## src/rtl/hex_scroll_pkg.sv

```systemverilog
// Shared constants for the HEX3..HEX0 glyph rotation sequencer.
//   GLYPH_*   : active-low 7-seg codes, element 0 = segment a
//   SEG_BLANK : all segments off
//   ST_*      : sequencer state encoding
//   glyph_idx_t : 2-bit glyph index (0=A, 1=G, 2=P, 3=F)
package hex_scroll_pkg;

  typedef logic [1:0] glyph_idx_t;

  localparam logic [0:6] GLYPH_A   = 7'b0001000;
  localparam logic [0:6] GLYPH_G   = 7'b0100001;
  localparam logic [0:6] GLYPH_P   = 7'b0011000;
  localparam logic [0:6] GLYPH_F   = 7'b0111000;
  localparam logic [0:6] SEG_BLANK = 7'b1111111;

  localparam logic [1:0] ST_IDLE  = 2'd0;
  localparam logic [1:0] ST_RUN   = 2'd1;
  localparam logic [1:0] ST_BLANK = 2'd2;

endpackage

```

## src/rtl/hex_glyph_rom.sv

```systemverilog
// Combinational glyph lookup: 2-bit glyph index to active-low segments.
//   idx : glyph index (0=A, 1=G, 2=P, 3=F)
//   seg : active-low segments, element 0 = segment a
module hex_glyph_rom
  import hex_scroll_pkg::*;
(
  input  glyph_idx_t idx,
  output logic [0:6] seg
);

  always_comb begin
    case (idx)
      2'd0:    seg = GLYPH_A;
      2'd1:    seg = GLYPH_G;
      2'd2:    seg = GLYPH_P;
      default: seg = GLYPH_F;
    endcase
  end

endmodule

```

## src/rtl/hex_scroll_ctrl.sv

```systemverilog
// Sequencer for the four-digit A/G/P/F rotation on HEX3..HEX0.
// The phase advances from a prescaled tick (run=1) or from a synchronized
// rising edge of the step button; blank turns all digits off and freezes it.
//   CLOCK_50  : system clock        reset : synchronous, active-high
//   run       : 1 = auto-scroll     dir   : 0 = phase+1, 1 = phase-1
//   step      : async button        blank : 1 = digits off, frozen
//   HEX0..3   : registered active-low segments, element 0 = seg a
//   phase     : registered phase    tick  : one-cycle pulse per auto advance
//
// state    | meaning
// ST_IDLE  | no auto-scroll, prescaler held 0, step pulses advance
// ST_RUN   | prescaler counts 0..DIV-1, tick advances at DIV-1
// ST_BLANK | digits off, phase and prescaler frozen, steps ignored
module hex_scroll_ctrl
  import hex_scroll_pkg::*;
#(
  parameter int CLK_HZ  = 50_000_000,
  parameter int STEP_HZ = 2
) (
  input  logic       CLOCK_50,
  input  logic       reset,
  input  logic       run,
  input  logic       dir,
  input  logic       step,
  input  logic       blank,
  output logic [0:6] HEX0,
  output logic [0:6] HEX1,
  output logic [0:6] HEX2,
  output logic [0:6] HEX3,
  output logic [1:0] phase,
  output logic       tick
);

  localparam int DIV = CLK_HZ / STEP_HZ;
  localparam int PW  = (DIV > 1) ? $clog2(DIV) : 1;
  localparam logic [PW-1:0] PRE_LAST = PW'(DIV - 1);

  logic [1:0]    state, state_nxt;
  logic [PW-1:0] prescaler, pre_nxt;
  logic [1:0]    phase_nxt;
  logic          tick_nxt;
  logic          advance;
  logic          step_s1, step_s2, step_s3;
  logic          step_pulse;
  logic          hex_blank;
  glyph_idx_t    idx [4];
  logic [0:6]    seg [4];

  assign step_pulse = step_s2 & ~step_s3;

  always_comb begin
    state_nxt = state;
    pre_nxt   = '0;
    tick_nxt  = 1'b0;
    advance   = 1'b0;
    case (state)
      ST_BLANK: begin
        if (!blank) state_nxt = run ? ST_RUN : ST_IDLE;
      end
      ST_RUN: begin
        if (blank) begin
          state_nxt = ST_BLANK;
        end else if (!run) begin
          state_nxt = ST_IDLE;
          advance   = step_pulse;
        end else begin
          tick_nxt = (prescaler == PRE_LAST);
          // A coincident step and tick merge into one advance; both restart the count.
          advance  = step_pulse | tick_nxt;
          pre_nxt  = advance ? '0 : prescaler + PW'(1);
        end
      end
      default: begin
        if (blank) begin
          state_nxt = ST_BLANK;
        end else begin
          advance   = step_pulse;
          state_nxt = run ? ST_RUN : ST_IDLE;
        end
      end
    endcase
    phase_nxt = phase;
    if (advance) phase_nxt = dir ? phase - 2'd1 : phase + 2'd1;
  end

  assign hex_blank = (state_nxt == ST_BLANK);

  // Digits decode from next-phase so HEX and phase update on the same edge.
  for (genvar i = 0; i < 4; i++) begin : g_digit
    assign idx[i] = glyph_idx_t'(2'(i) - phase_nxt);
    hex_glyph_rom u_rom (
      .idx (idx[i]),
      .seg (seg[i])
    );
  end

  always_ff @(posedge CLOCK_50) begin
    if (reset) begin
      state     <= ST_IDLE;
      prescaler <= '0;
      phase     <= 2'd0;
      tick      <= 1'b0;
      step_s1   <= 1'b1;
      step_s2   <= 1'b1;
      step_s3   <= 1'b1;
      HEX0      <= GLYPH_A;
      HEX1      <= GLYPH_G;
      HEX2      <= GLYPH_P;
      HEX3      <= GLYPH_F;
    end else begin
      state     <= state_nxt;
      prescaler <= pre_nxt;
      phase     <= phase_nxt;
      tick      <= tick_nxt;
      step_s1   <= step;
      step_s2   <= step_s1;
      step_s3   <= step_s2;
      HEX0      <= hex_blank ? SEG_BLANK : seg[0];
      HEX1      <= hex_blank ? SEG_BLANK : seg[1];
      HEX2      <= hex_blank ? SEG_BLANK : seg[2];
      HEX3      <= hex_blank ? SEG_BLANK : seg[3];
    end
  end

endmodule

```

## config.mk

```make
export PLATFORM = sky130hd
export DESIGN_NAME = hex_scroll_ctrl
export DESIGN_NICKNAME = d
export VERILOG_FILES = /design/src/rtl/hex_scroll_pkg.sv /design/src/rtl/hex_glyph_rom.sv /design/src/rtl/hex_scroll_ctrl.sv
export SDC_FILE = /design/constraint.sdc
export NUM_CORES = 1
export LEC_CHECK = 0
export BUFFER_PORTS_ARGS = -buffer_cell sky130_fd_sc_hd__buf_2
export CAP_MARGIN = 20
export CORE_UTILIZATION = 45
export DETAILED_ROUTE_END_ITERATION = 8
export HOLD_SLACK_MARGIN = 0.02
export MAX_ROUTING_LAYER = met4
export PLACE_DENSITY = 0.77
export SYNTH_ARGS = -nofsm -noshare
export SYNTH_HDL_FRONTEND = slang
export SYNTH_SLANG_ARGS = --single-unit
export TNS_END_PERCENT = 1
```

## constraint.sdc

```tcl
create_clock -name CLOCK_50 -period 2.52 [get_ports CLOCK_50]
set_input_delay 0.504 -clock CLOCK_50 [delete_from_list [all_inputs] [get_ports CLOCK_50]]
set_output_delay 0.504 -clock CLOCK_50 [all_outputs]
set_load 0.01 [all_outputs]
```

==> results by group <==
Logic synthesis
  • Distinct cells, synth: 40
  • Fraction of the yosys area taken by sequential cells: 44.9%
  • Seq cells post-synth: 48
  • Leading post-synthesis cells by cell area: dfxtp_1 45%, nor2_1 7.0%, xnor2_1 7.0%
  • Most used DFF post-synth: dfxtp_1
  • Proportion of netlist area held by the largest area contributor: 44.9%
  • Async set-reset flop share out of synthesis: 0%
  • Synth area leader: dfxtp_1
  • Syn_nets: 257
  • Post-synthesis cell count: 241
  • EDFF count, synth: 0
  • Yosys warns: 0
  • Avg Cell Area, Syn: 8.87 µm²
  • Most frequent cell after synthesis: dfxtp_1
  • Mapped cell area: 2140 µm²
  • Post-synth top cells: 48 x dfxtp_1, 40 x nor2_1, 17 x nand2_1, 17 x xnor2_1, 13 x buf_4

Pwr
  • Cell Pwr Density: 694 nW/µm²
  • Sequential power share: 50.6%
  • Combinational Power Share: 21.2%
  • Internal power: 1.20 mW
  • Total power draw: 1.70 mW
  • Clock share of power: 28.2%
  • Max VDD drop: 580 µV
  • Switching power of the nets: 499 µW
  • Sw Share: 29.4%
  • LEAKAGE: 0.965 nW

Clock network
  • Clock Root Buffer: clkbuf_8
  • Clock-pin transition on the worst setup and hold timing paths: 0.09 ns
  • H-tree levels: 2
  • CTS Buffer Depth: 2
  • Clock Latency Late Sink: 0.30 ns
  • CTS tree: done
  • CTS Buf Count: 5
  • Clock sink total: 48

Finish
  • FF+latch area: 962 µm²
  • # diodes: 0
  • Final Cell Area: 2440 µm²
  • P&R area growth vs syn: 14.3%
  • Layout fillers: 411
  • Layout cells sized above 1: 23.3%
  • Area of the multi-input gates: 1030 µm²
  • Net count, final: 290

Global routing
  • Total grt overflow: 0
  • Total Routing Usage GR: 18.4%
  • First-pass GRT wire length: 7.11 mm
  • Largest net degree at the start of global routing: 17
  • Initial antenna violation count: 0
  • Vias in the first global route: 1,628

STA
  • Final hold vios: 0
  • Setup TNS: 0 ns
  • Maximum clock rate: 0.428 GHz
  • Final-report max-slew violation count: 0
  • Worst slew margin: 66.1%
  • RSZ-0062 raised after global routing: no
  • Minimum hold slack: 0.392 ns
  • Skew final: 0.00800 ns
  • Worst-Margin Slew: 0.508 ns
  • Final setup fails: 0
  • Minimum clock period: 2.33 ns
  • Period utilisation layout: 92.6%
  • Final setup margin: 0.186 ns

Detailed routing
  • DR DRC count: 0
  • Wirelength, routed: 4.06 mm
  • ANT nets after route: 0
  • Routed vias: 1,682
  • Drt via density: 5.14
  • Iter 0 DRT Violations: 93
  • First-pass detailed-route iteration total: 4
  • DR WL/cell: 12.4 µm

Die
  • Initial Util: 47.8%
  • Die Span Y: 70.9 µm
  • Core area: 4470 µm²
  • I/O Pins: 37
  • Chip width: 70.9 µm
  • Die Area: 5030 µm²
  • Site Rows: 24

Setup path
  • Critical path fanouts, max: 5
  • CP Capture Type: flip-flop
  • CP Class: reg -> reg
  • Startpoint Class: flip-flop
  • Crit path DAT: 2.54 ns
  • Crit path required time: 2.72 ns
  • Reg2reg setup slack: 0.19 ns

Outcome
  • Outcome: completed

Place
  • GPL Wtd Cong: 0.792
  • Dpl cell area: 2340 µm²
  • DP HPWL: 2.89 mm
  • DP Worst Slack: 0.0527 ns
  • Port bufs: 36

Worst hold path
  • Hold WC Path Type: in -> reg

Run
  • Max_cap viols: 0
## flip-flops by register name, summed over array words and instances (netlist names)
name,cells
HEX3,3
phase,2
step_s2,1
step_s1,1
HEX1,4
HEX0,4
HEX2,4
step_s3,1
tick,1
prescaler,25
state,2
## timing repair
item	in CTS	in global routing
setup endpoints to repair	0	8
buffers inserted	0	0
gates resized for setup	0	4
hold buffers	0	0
## power by group through the flow
stage | sequential (mW) | combinational [mW] | clock (mW)
after CTS | 0.857 | 0.359 | 0.499
after floorplan | 0.902 | 0.207 | 0
after global routing | 0.865 | 0.403 | 0.523
final | 0.857 | 0.360 | 0.478
after global placement | 0.871 | 0.350 | 0
after detailed placement | 0.870 | 0.356 | 0
## routing by layer
metal  track usage [%]  vias to the layer above  routed length (µm)
met5                 -                        -                   0
met4              9.78                        0                  77
met3              5.27                        6                 232
met2              27.4                       40                1790
met1              22.7                      770                1960
li1                  -                      866                   -
## final cells by class
cell class,count,share of cell area [%]
sequential,48,39.4
tap,52,2.66
clock buffer,6,3.38
multi-input combinational,165,42.1
inverter,10,1.54
clock inverter,2,0.614
timing repair buffer,44,10.3
## through the flow
step	util, %	cells
4_1_cts	54.4	327
5_1_grt	54.6	327
3_3_place_gp	52.2	319
3_5_place_dp	52.2	319
2_1_floorplan	-	241
6_report	54.6	327
## logic make-up after synthesis
| family | count (synthesis) | share of synthesized area (%) |
|---|---|---|
| flops | 48 | 44.9 |
| simple gates | 114 | 26.9 |
| compound gates | 17 | 5.09 |
| fa+ha+maj | 10 | 5.85 |
| buf+inv | 28 | 7.37 |
| xor+xnor | 24 | 9.83 |
## critical path, stage by stage, from the launching register on
cell      delay [ns]
dfxtp_2         0.34
inv_1           0.04
ha_1            0.30
or3b_4          0.39
and3_2          0.22
a211oi_1        0.20
nand3_1         0.22
ha_1            0.35
a21oi_1         0.13
nor2_1          0.05
## worst paths after layout
check,cells after the start,from,end
setup / recovery,9,state[0],HEX0[2]
hold / removal,2,step,step_s1
setup reg to reg,9,state[0],HEX0[2]
hold reg to reg,1,step_s1,step_s2
## cell usage in the layout, fill, tap and decap left out, types with 2 or more instances in the layout
cell type and count:
buf_4 7, or3b_4 2, inv_1 9, nor2_1 39, dfxtp_1 47, a21oi_1 8
clkbuf_8 6, nand3_1 12, nor3_1 7, buf_2 36, and3_1 7, nand2_1 17
xor2_1 7, nand4_1 7, ha_1 10, clkinvlp_4 2, xnor2_1 17, and4_1 3
nor4_1 5, or2_2 4, o21ai_0 2
Power figures use the tool's default switching activity.
